==> src/rtl/im2col_csc_encoder_pkg.sv <==
`default_nettype none
// +--------------------------------------------------------------------------+
// | Package : im2col_pkg                                                     |
// | Purpose : Shared types and default geometry for the im2col CSC encoder.  |
// |           Provides the encoder FSM state enum, the default ROWS/COLS/    |
// |           DATA_W/CNT_W values and the CSC data-memory entry struct       |
// |           {run_count, value}.                                            |
// | Revision: 1.0  initial release                                           |
// +--------------------------------------------------------------------------+
package im2col_pkg;

  localparam int DEF_DATA_W = 8;   // ifmap value width
  localparam int DEF_ROWS   = 4;   // values per im2col column
  localparam int DEF_COLS   = 25;  // columns per vector (weight_width^2)
  localparam int DEF_CNT_W  = 2;   // run_count width, $clog2(DEF_ROWS)

  // Encoder sequencing: ENCODE consumes values, the two tail states emit
  // the final address entry and then the end sign.
  typedef enum logic [1:0] {
    ENCODE    = 2'd0,
    TAIL_ADDR = 2'd1,
    TAIL_END  = 2'd2
  } state_t;

  // One data-memory entry for the default geometry. An all-zero entry is
  // the end sign that terminates a vector.
  typedef struct packed {
    logic [DEF_CNT_W-1:0]  run_count;
    logic [DEF_DATA_W-1:0] value;
  } csc_entry_t;

endpackage
`default_nettype wire

==> src/rtl/im2col_csc_encoder_if.sv <==
`default_nettype none
// +--------------------------------------------------------------------------+
// | Interface: im2col_csc_encoder_if                                         |
// | Purpose  : Input value stream plus the two CSC memory write ports of the |
// |            im2col CSC encoder.                                           |
// | Signals  : in_valid/in_ready/in_data   value stream (im2col order)       |
// |            data_wr_en/addr/data         data-memory write port           |
// |            addr_wr_en/addr/data         address-memory write port        |
// |            vector_done                  end-sign-written pulse           |
// | Modports : master - the encoder (drives in_ready and the write ports)    |
// |            slave  - the environment (drives the value stream)            |
// | Revision : 1.0  initial release                                          |
// +--------------------------------------------------------------------------+
interface im2col_csc_encoder_if
  import im2col_pkg::*;
#(
  parameter int DATA_W  = DEF_DATA_W,
  parameter int CNT_W   = DEF_CNT_W,
  parameter int DADDR_W = 7,
  parameter int AADDR_W = 5
);

  logic                    in_valid;
  logic                    in_ready;
  logic [DATA_W-1:0]       in_data;

  logic                    data_wr_en;
  logic [DADDR_W-1:0]      data_wr_addr;
  logic [CNT_W+DATA_W-1:0] data_wr_data;

  logic                    addr_wr_en;
  logic [AADDR_W-1:0]      addr_wr_addr;
  logic [DADDR_W-1:0]      addr_wr_data;

  logic                    vector_done;

  modport master (
    input  in_valid, in_data,
    output in_ready,
    output data_wr_en, data_wr_addr, data_wr_data,
    output addr_wr_en, addr_wr_addr, addr_wr_data,
    output vector_done
  );

  modport slave (
    output in_valid, in_data,
    input  in_ready,
    input  data_wr_en, data_wr_addr, data_wr_data,
    input  addr_wr_en, addr_wr_addr, addr_wr_data,
    input  vector_done
  );

endinterface
`default_nettype wire

==> src/rtl/im2col_csc_encoder.sv <==
`default_nettype none
// +--------------------------------------------------------------------------+
// | Module  : im2col_csc_encoder                                             |
// | Purpose : Converts the im2col value stream (ROWS values per column, COLS |
// |           columns per vector, column-major) into CSC form. Each nonzero  |
// |           becomes a {run_count, value} data-memory entry; each column    |
// |           gets a cumulative nonzero count in the address memory; each    |
// |           vector ends with a final address entry and a zero end sign.    |
// | Ports   : clock, reset (synchronous, active-high)                        |
// |           bus          im2col_csc_encoder_if.master (stream + writes)    |
// |           zero_count   zeros in the last finished vector (optional)      |
// | Config  : IM2COL_CSC_ZERO_CNT_EN adds the zero_count output and counter. |
// | Revision: 1.0  initial release                                           |
// +--------------------------------------------------------------------------+
module im2col_csc_encoder
  import im2col_pkg::*;
#(
  parameter int DATA_W  = DEF_DATA_W,
  parameter int ROWS    = DEF_ROWS,
  parameter int COLS    = DEF_COLS,
  parameter int CNT_W   = DEF_CNT_W,
  parameter int DADDR_W = 7,
  parameter int AADDR_W = 5
) (
  input  wire logic             clock,
  input  wire logic             reset,
  im2col_csc_encoder_if.master  bus
`ifdef IM2COL_CSC_ZERO_CNT_EN
  ,
  output logic [DADDR_W-1:0]    zero_count
`endif
);

  localparam int                 ROW_W      = (ROWS > 1) ? $clog2(ROWS) : 1;
  localparam logic [ROW_W-1:0]   C_ROW_LAST = ROW_W'(ROWS - 1);
  localparam logic [AADDR_W-1:0] C_COL_LAST = AADDR_W'(COLS - 1);

  // Sequencing and counters
  state_t              r_state;
  logic                r_in_ready;
  logic [ROW_W-1:0]    r_row_cnt;
  logic [AADDR_W-1:0]  r_col_cnt;
  logic [CNT_W-1:0]    r_run_cnt;
  logic [DADDR_W-1:0]  r_nz_total;
`ifdef IM2COL_CSC_ZERO_CNT_EN
  logic [DADDR_W-1:0]  r_zero_acc;
  logic [DADDR_W-1:0]  r_zero_count;
`endif

  // Write-port register stage
  logic                    r_data_wr_en;
  logic [DADDR_W-1:0]      r_data_wr_addr;
  logic [CNT_W+DATA_W-1:0] r_data_wr_data;
  logic                    r_addr_wr_en;
  logic [AADDR_W-1:0]      r_addr_wr_addr;
  logic [DADDR_W-1:0]      r_addr_wr_data;
  logic                    r_vector_done;

  logic               w_accept;
  logic               w_nonzero;
  logic               w_col_end;
  logic               w_vec_end;
  logic [DADDR_W-1:0] w_nz_incl;

  // in_ready is a registered copy of (state == ENCODE), so accepting only
  // needs in_valid gated by it.
  assign w_accept  = bus.in_valid & r_in_ready;
  assign w_nonzero = (bus.in_data != '0);
  assign w_col_end = (r_row_cnt == C_ROW_LAST);
  assign w_vec_end = w_col_end && (r_col_cnt == C_COL_LAST);
  // Nonzero count including the value being accepted this cycle.
  assign w_nz_incl = r_nz_total + DADDR_W'(w_nonzero);

  // FSM and counters
  always_ff @(posedge clock) begin
    if (reset) begin
      r_state    <= ENCODE;
      r_in_ready <= 1'b1;
      r_row_cnt  <= '0;
      r_col_cnt  <= '0;
      r_run_cnt  <= '0;
      r_nz_total <= '0;
`ifdef IM2COL_CSC_ZERO_CNT_EN
      r_zero_acc <= '0;
`endif
    end else begin
      unique case (r_state)
        ENCODE: begin
          if (w_accept) begin
            if (w_nonzero) begin
              r_nz_total <= w_nz_incl;
              r_run_cnt  <= '0;
            end else begin
              r_run_cnt  <= r_run_cnt + CNT_W'(1);
`ifdef IM2COL_CSC_ZERO_CNT_EN
              r_zero_acc <= r_zero_acc + DADDR_W'(1);
`endif
            end
            // A column end overrides the run update above, so run_cnt
            // never has to hold ROWS.
            if (w_col_end) begin
              r_row_cnt <= '0;
              r_run_cnt <= '0;
              r_col_cnt <= r_col_cnt + AADDR_W'(1);
            end else begin
              r_row_cnt <= r_row_cnt + ROW_W'(1);
            end
            if (w_vec_end) begin
              r_state    <= TAIL_ADDR;
              r_in_ready <= 1'b0;
            end
          end
        end
        TAIL_ADDR: begin
          r_state <= TAIL_END;
        end
        TAIL_END: begin
          r_state    <= ENCODE;
          r_in_ready <= 1'b1;
          r_nz_total <= '0;
          r_col_cnt  <= '0;
`ifdef IM2COL_CSC_ZERO_CNT_EN
          r_zero_acc <= '0;
`endif
        end
        default: begin
          r_state    <= ENCODE;
          r_in_ready <= 1'b1;
        end
      endcase
    end
  end

  // Memory write ports, registered one cycle after their cause. Address
  // and data fields hold their last value while the strobe is low.
  always_ff @(posedge clock) begin
    if (reset) begin
      r_data_wr_en   <= 1'b0;
      r_data_wr_addr <= '0;
      r_data_wr_data <= '0;
      r_addr_wr_en   <= 1'b0;
      r_addr_wr_addr <= '0;
      r_addr_wr_data <= '0;
      r_vector_done  <= 1'b0;
`ifdef IM2COL_CSC_ZERO_CNT_EN
      r_zero_count   <= '0;
`endif
    end else begin
      r_data_wr_en  <= 1'b0;
      r_addr_wr_en  <= 1'b0;
      r_vector_done <= 1'b0;
      unique case (r_state)
        ENCODE: begin
          if (w_accept) begin
            if (w_nonzero) begin
              r_data_wr_en   <= 1'b1;
              r_data_wr_addr <= r_nz_total;
              r_data_wr_data <= {r_run_cnt, bus.in_data};
            end
            // The last column's entry is written by TAIL_ADDR instead.
            if (w_col_end && !w_vec_end) begin
              r_addr_wr_en   <= 1'b1;
              r_addr_wr_addr <= r_col_cnt;
              r_addr_wr_data <= w_nz_incl;
            end
          end
        end
        TAIL_ADDR: begin
          r_addr_wr_en   <= 1'b1;
          r_addr_wr_addr <= C_COL_LAST;
          r_addr_wr_data <= r_nz_total;
        end
        TAIL_END: begin
          r_data_wr_en   <= 1'b1;
          r_data_wr_addr <= r_nz_total;
          r_data_wr_data <= '0;
          r_vector_done  <= 1'b1;
`ifdef IM2COL_CSC_ZERO_CNT_EN
          r_zero_count   <= r_zero_acc;
`endif
        end
        default: begin
        end
      endcase
    end
  end

  assign bus.in_ready     = r_in_ready;
  assign bus.data_wr_en   = r_data_wr_en;
  assign bus.data_wr_addr = r_data_wr_addr;
  assign bus.data_wr_data = r_data_wr_data;
  assign bus.addr_wr_en   = r_addr_wr_en;
  assign bus.addr_wr_addr = r_addr_wr_addr;
  assign bus.addr_wr_data = r_addr_wr_data;
  assign bus.vector_done  = r_vector_done;
`ifdef IM2COL_CSC_ZERO_CNT_EN
  assign zero_count       = r_zero_count;
`endif

endmodule
`default_nettype wire
==> src/flat_wrapper.sv <==
// flat-port wrapper written by rule: the top's interface ports become plain ports
module im2col_csc_encoder_flat import im2col_pkg::*;
#(
  parameter int DATA_W  = DEF_DATA_W,
  parameter int ROWS    = DEF_ROWS,
  parameter int COLS    = DEF_COLS,
  parameter int CNT_W   = DEF_CNT_W,
  parameter int DADDR_W = 7,
  parameter int AADDR_W = 5
)
  (clock, reset, bus_in_valid, bus_in_data, bus_in_ready, bus_data_wr_en, bus_data_wr_addr, bus_data_wr_data, bus_addr_wr_en, bus_addr_wr_addr, bus_addr_wr_data, bus_vector_done);
  im2col_csc_encoder_if #(.DATA_W(DATA_W), .CNT_W(CNT_W), .DADDR_W(DADDR_W), .AADDR_W(AADDR_W)) bus_i ();
  input  wire logic clock;
  input  wire logic reset;
  input wire logic [$bits(bus_i.in_valid)-1:0] bus_in_valid;
  input wire logic [$bits(bus_i.in_data)-1:0] bus_in_data;
  output wire logic [$bits(bus_i.in_ready)-1:0] bus_in_ready;
  output wire logic [$bits(bus_i.data_wr_en)-1:0] bus_data_wr_en;
  output wire logic [$bits(bus_i.data_wr_addr)-1:0] bus_data_wr_addr;
  output wire logic [$bits(bus_i.data_wr_data)-1:0] bus_data_wr_data;
  output wire logic [$bits(bus_i.addr_wr_en)-1:0] bus_addr_wr_en;
  output wire logic [$bits(bus_i.addr_wr_addr)-1:0] bus_addr_wr_addr;
  output wire logic [$bits(bus_i.addr_wr_data)-1:0] bus_addr_wr_data;
  output wire logic [$bits(bus_i.vector_done)-1:0] bus_vector_done;
  assign bus_i.in_valid = bus_in_valid;
  assign bus_i.in_data = bus_in_data;
  assign bus_in_ready = bus_i.in_ready;
  assign bus_data_wr_en = bus_i.data_wr_en;
  assign bus_data_wr_addr = bus_i.data_wr_addr;
  assign bus_data_wr_data = bus_i.data_wr_data;
  assign bus_addr_wr_en = bus_i.addr_wr_en;
  assign bus_addr_wr_addr = bus_i.addr_wr_addr;
  assign bus_addr_wr_data = bus_i.addr_wr_data;
  assign bus_vector_done = bus_i.vector_done;
  im2col_csc_encoder #(.DATA_W(DATA_W), .ROWS(ROWS), .COLS(COLS), .CNT_W(CNT_W), .DADDR_W(DADDR_W), .AADDR_W(AADDR_W)) u_core (.clock(clock), .reset(reset), .bus(bus_i));
endmodule
==> config.mk <==
export PLATFORM = sky130hd
export DESIGN_NAME = im2col_csc_encoder_flat
export DESIGN_NICKNAME = d
export VERILOG_FILES = /design/src/rtl/im2col_csc_encoder_pkg.sv /design/src/rtl/im2col_csc_encoder_if.sv /design/src/rtl/im2col_csc_encoder.sv /design/src/flat_wrapper.sv
export SDC_FILE = /design/constraint.sdc
export NUM_CORES = 1
export LEC_CHECK = 0
export ABC_CLOCK_PERIOD_IN_PS = 2200
export BUFFER_PORTS_ARGS = -buffer_cell sky130_fd_sc_hd__buf_4
export CAP_MARGIN = 20
export CORE_MARGIN = 1
export CORE_UTILIZATION = 45
export CTS_CLUSTER_SIZE = 25
export DETAILED_ROUTE_END_ITERATION = 6
export GPL_TIMING_DRIVEN = 0
export PLACE_DENSITY = 0.65
export SYNTH_ARGS = -nofsm -noshare
export SYNTH_HDL_FRONTEND = slang
export SYNTH_SLANG_ARGS = --single-unit
==> constraint.sdc <==
create_clock -name clock -period 2.2 [get_ports clock]
set_input_delay 0.22 -clock clock [delete_from_list [all_inputs] [get_ports clock]]
set_output_delay 0.22 -clock clock [all_outputs]
set_load 0.01 [all_outputs]
Yosys cells after proc, flatten, opt, wreduce, memory -nomap -nowiden
Index checks and enable logic that the tools add are counted.
- bits in registers: 51
- latch bits: 0
- bits in writable memories: 0
- ROM bits: 0
- input bits: 11
- output and inout port bits: 33
- logic and storage cells: 75
- memories kept: 0
- $add $sub $neg: 4
- multiply operators: 0
- divide/modulo/power cells: 0
- order comparisons: 0
- eq/ne operators: 9
- shifts and indexed selects: 0
- mux-type cells: 34
- bitwise operators: 2
- reductions and logical operators: 13
- operator list (operator ; count):
    7-bit 2-to-1 mux ; 6
    7-bit one-hot mux with 2 select lines ; 3
    10-bit 2-to-1 mux ; 2
    5-bit 2-to-1 mux ; 4
    10-bit one-hot mux with 2 select lines ; 1
    5-bit one-hot mux with 2 select lines ; 2
    3-bit AND reduction ; 4
    2-bit 2-to-1 mux ; 5
    2-bit by 1-bit inequality test with 1-bit output (second input constant) ; 5
    8-bit nonzero test ; 1
    7-bit by 1-bit adder with 7-bit output ; 1
    1-bit 2-to-1 mux ; 7
    1-bit one-hot mux with 2 select lines ; 3
    5-bit by 1-bit adder with 5-bit output (second input constant) ; 1
    5-bit == test (second input constant) ; 1
    2-bit by 1-bit adder with 2-bit output (second input constant) ; 2
    2-bit == test (second input constant) ; 2
    2-bit one-hot mux with 2 select lines ; 1
    2-bit AND reduction ; 2
    2-bit nonzero test ; 2
    2-bit by 1-bit == test with 1-bit output (second input constant) ; 1
    1-bit logical AND ; 2
    2-bit logical NOT ; 1
    1-bit AND ; 1
    other kinds (2) ; 2

Depth between registers and ports, before layout
- word-level depth: 7
- gate-level depth with buffers: 9
- depth with buffers taken out: 9

Worst setup path before layout
No wires, ideal clock.
- path kind: input to register
- start point: in bus_in_data[4]
- end point: reg u_core.r_nz_total[4]
- library setup time: 0.115 ns
- data arrival time: 1.877 ns
- data required time: 2.085 ns
- path slack: 0.208 ns
- stages: 9
- buffers on the path: 0
- path through: or4_4 > nor2_2 > inv_1 > ha_1 > ha_1 > nand3_1 > nor2_1 > o21ai_0 > a21bo_2
- word-level cells in the longest chain between the ends: 5
- elaborated cells between the ends (all ways): 7
- those cells by class: 1 x add/sub; 1 x eq/ne; 3 x mux; 2 x reduce/logical
- RTL lines (element ; RTL line ; RTL):
    from (decl) ; flat_wrapper.sv:16 ; input wire logic [$bits(bus_i.in_data)-1:0] bus_in_data;
    8-bit nonzero test (*) ; im2col_csc_encoder.sv:68 ; assign w_nonzero = (bus.in_data != '0);
    7-bit by 1-bit adder with 7-bit output ; im2col_csc_encoder.sv:72 ; assign w_nz_incl = r_nz_total + DADDR_W'(w_nonzero);
    7-bit 2-to-1 mux ; im2col_csc_encoder.sv:90 ; if (w_nonzero) begin
    7-bit 2-to-1 mux ; im2col_csc_encoder.sv:89 ; if (w_accept) begin
    7-bit one-hot mux with 2 select lines ; im2col_csc_encoder.sv:87 ; unique case (r_state)
    to (signal assigned) ; im2col_csc_encoder.sv:91 ; r_nz_total <= w_nz_incl;
    to (decl) ; im2col_csc_encoder.sv:44 ; logic [DADDR_W-1:0] r_nz_total;
Every way passes the cells marked *; elsewhere a longest branch is shown, timed or not. The select of a mux whose other input is x is not followed.
A chain may end at the register's enable or synchronous reset.

Worst setup path after layout
Ends and elaborated chain as after synthesis.

==> results.toml <==
[setup_path]
critPathArrivalTime_ns = 2.16
worstSetupPathType = "in -> reg"
total_number_of_cells_along_the_worst_setup_path = 10
worst_path_max_delay_cell = "sky130_fd_sc_hd__or4_4"
slowest_delay_ns = 0.57
critPathMaxFanout = 5
cp_num_buf_inv = 2
ff2ff_path_depth = 6
worst_setup_path_start_kind = "primary input"
ordered_list_of_cells_on_the_worst_path = "buf_4, or4_4, nor2_2, inv_1, ha_1, ha_1, nand3_1, nor2_1, o21ai_0, a21bo_2"
worstPathRequired_ns = 2.41
setup.worst_path.end_class = "flop"
timing.critical_path.max_delay_family = "simple AND/OR/NAND/NOR gates"
cpMostUsedCell = "sky130_fd_sc_hd__ha_1"

[place]
place_congestion = 0.815
detailed_place.area_um2 = 2520
dp_hpwl_um = 3540
place_worst_setup_slack_ns = -0.0820
cell_count_after_placement = 327
io_buffer_count = 43

[pwr]
p_int_mw = 1.37
part_of_the_power_in_registers = 0.542
power_leakage_nw = 1.10
netSwitchingFraction = 0.222
net_switching_power_figure_mw = 0.391
comb_power_share = 0.074
power_density_nw_per_um2 = 665
worst_ir_drop_vdd_v = 0.000350
post_route_total_power_mw = 1.76
clkPwrFrac = 0.384

[cts]
path_clk_slew_ns = 0.09
cts_setup_buffers = 0
tritoncts = "done"
htreeDepth = 2
ctsLongestPathBuffers = 2
clk_latency_ns = 0.31
cts_buffers = 5
numClockSinks = 51
clock_tree.root_cell = "sky130_fd_sc_hd__clkbuf_8"

[cells_and_area]
final_net_count = 299
regArea_um2 = 1020
synthToLayoutAreaGrowth_pct = 24.3
fill_cells = 411
final_cell_count_no_fill = 336
multi_input_area_um2 = 1040
postLayoutCoreUtil = 0.595
number_of_diodes_added_for_antenna_fixing = 0
finalInstanceArea_um2 = 2650
drive_gt1_frac = 0.243

[sta]
rsz0062_at_grt = "no"
fin_crit_sh = 0.887
timing.final.ws_setup_ns = 0.249
timing_worst_slew_pin_value_ns = 0.593
timing.slew.headroom = 0.605
slew_violations = 0
final.setup_skew_ns = 0.0146
setup_viol_count_final = 0
fmax_mhz = 512
period_needed_ns = 1.95
final-hold-violation-count = 0

[global_routing]
grt_overflow_total = 0
via_count_of_the_first_global_routing_pass = 1633
maximum_number_of_pins_on_one_net_before_global_route_repair = 16
track_usage = 0.210
antenna_found_initial = 0
wire_length_of_the_first_global_routing_pass_um = 8130

[routing]
remaining_drc_errors = 6
detail-route-antenna-nets = 0
dr.pass1.iters = 6
first_iter_violations = 86
viasPerCell = 5.46
post_drt_wl_per_cell_um = 14.6
detail_route.wirelength_um = 4900
dr_total_vias = 1835

[die]
boundaryPins = 44
die-area_um2 = 5010
die_outline_height_um = 70.8
rows = 24
coreArea_um2 = 4440
floorplan.initialDensity = 0.479
fp.dieW_um = 70.8

[synth]
number_of_flops_mapped_to_enable_cells_by_yosys = 0
yosys_warnings = 0
synth-seq-area-share = 0.480
synth_nets = 248
synthesis.area_um2 = 2130
ys_types = 44
ys_seq_elements = 51
synth_top_area_share = 0.480
async_reset_ff_frac = 0
post-synth-top-area-cell = "sky130_fd_sc_hd__dfxtp_1"
synth.top_cells.by_area = "sky130_fd_sc_hd__dfxtp_1 48%, sky130_fd_sc_hd__nand2_1 5.5%, sky130_fd_sc_hd__a22o_1 4.1%, sky130_fd_sc_hd__nor2_1 3.9%, sky130_fd_sc_hd__mux2i_1 3.8%"
synthesis.area_per_instance_um2 = 9.17
synth_cells = 232
synthFlopType = "sky130_fd_sc_hd__dfxtp_1"

[worst_hold_path]
hold_depth = 2
timing.hold.worst.class = "in -> reg"

[run_status]
violations = "design-rule violations"
run_status = "complete, but fails checks"

[job]
max-cap-violations = 0
[flip-flops by register name (all words and copies together), names as in the netlist]
register,cells
u_core.r_run_cnt,2
u_core.bus.addr_wr_data,7
u_core.r_nz_total,7
u_core.bus.data_wr_addr,7
u_core.r_state,2
u_core.bus.data_wr_data,10
u_core.r_col_cnt,5
u_core.bus.data_wr_en,1
u_core.bus.addr_wr_en,1
u_core.r_row_cnt,2
u_core.bus.addr_wr_addr,5
u_core.bus.in_ready,1
u_core.bus.vector_done,1
[synth_stat cells, drive strengths merged (2+ instances only)]
| cell type | count |
|---|---|
| nand4b | 2 |
| o2bb2ai | 2 |
| mux2i | 8 |
| o32ai | 2 |
| a21oi | 13 |
| a31oi | 3 |
| nand2 | 31 |
| clkbuf | 6 |
| inv | 4 |
| and2 | 2 |
| nor2 | 23 |
| nor3 | 7 |
| o221a | 3 |
| o21ai | 10 |
| or4 | 2 |
| o22ai | 2 |
| ha | 5 |
| nand3 | 11 |
| dfxtp | 51 |
| nand2b | 5 |
| a22o | 10 |
| xnor2 | 6 |
| buf | 6 |
[metrics by stage]
stage	hold WS [ns]	TNS [ns]
2_1_floorplan	0.350	0
3_3_place_gp	0.445	-0.139
3_5_place_dp	0.448	-0.164
4_1_cts	0.124	0
5_1_grt	0.138	0
6_report	0.131	0
[cell families after synthesis]
group | after synthesis | share of synthesized area
and+or+nand+nor | 92 | 0.212
buffers and inverters | 16 | 0.0347
DFF | 51 | 0.480
muxes | 8 | 0.0376
AOI/OAI and AO/OA | 54 | 0.182
adders and majority gates | 5 | 0.0294
xor gates and xnor gates | 6 | 0.0247
[cell type report]
class                           instances  share of cell area
Clock inverter                          2              0.0132
Inverter                                4             0.00567
Sequential cell                        51               0.386
Multi-Input combinational cell        165               0.392
Tap cell                               52              0.0246
Buffer                                 12              0.0222
Clock buffer                            6              0.0312
Timing Repair Buffer                   44               0.125
[power groups by stage]
| stage | logic [mW] | clock network (mW) | registers (mW) |
|---|---|---|---|
| finish | 0.130 | 0.676 | 0.954 |
| global placement | 0.129 | 0 | 0.976 |
| CTS | 0.131 | 0.693 | 0.955 |
| detailed placement | 0.131 | 0 | 0.976 |
| global route | 0.145 | 0.723 | 0.957 |
| floorplan | 0.0663 | 0 | 0.980 |
[metal layers]
layer  track usage  share of wire  vias up
li1              -              -      933
met5             0              0        -
met4        0.0733          0.012        0
met1         0.302           0.50      852
met3        0.0513          0.051        4
met2         0.308           0.43       46
[repair_timing]
action	in CTS	in global routing
resized for setup	0	1
endpoints found under the setup margin	0	2
hold buffers	0	0
[layout by cell type, fill, tap and decap left out, types with 6 or more instances in the layout]
cell type,n
sky130_fd_sc_hd__a21oi_1,13
sky130_fd_sc_hd__buf_4,44
sky130_fd_sc_hd__a22o_1,10
sky130_fd_sc_hd__clkbuf_8,6
sky130_fd_sc_hd__nor3_1,6
sky130_fd_sc_hd__nand3_1,11
sky130_fd_sc_hd__clkbuf_1,6
sky130_fd_sc_hd__xnor2_1,6
sky130_fd_sc_hd__nand2_1,31
sky130_fd_sc_hd__o21ai_0,10
sky130_fd_sc_hd__mux2i_1,8
sky130_fd_sc_hd__nor2_1,22
sky130_fd_sc_hd__dfxtp_1,51
[worst paths after layout]
kind | slack, ns | startpoint | to
hold reg to reg | 0.46 | u_core.bus.data_wr_addr[1]$_SDFFE_PP0P_ | u_core.bus.data_wr_addr[1]$_SDFFE_PP0P_
setup reg to reg | 0.30 | u_core.r_col_cnt[0]$_SDFFE_PP0P_ | u_core.bus.addr_wr_data[2]$_SDFFE_PP0P_
setup / recovery | 0.25 | bus_in_data[4] | u_core.r_nz_total[4]$_SDFFE_PP0P_
hold / removal | 0.13 | bus_in_data[0] | u_core.bus.data_wr_data[0]$_SDFFE_PP0P_
(Power assumes the default switching activity.)
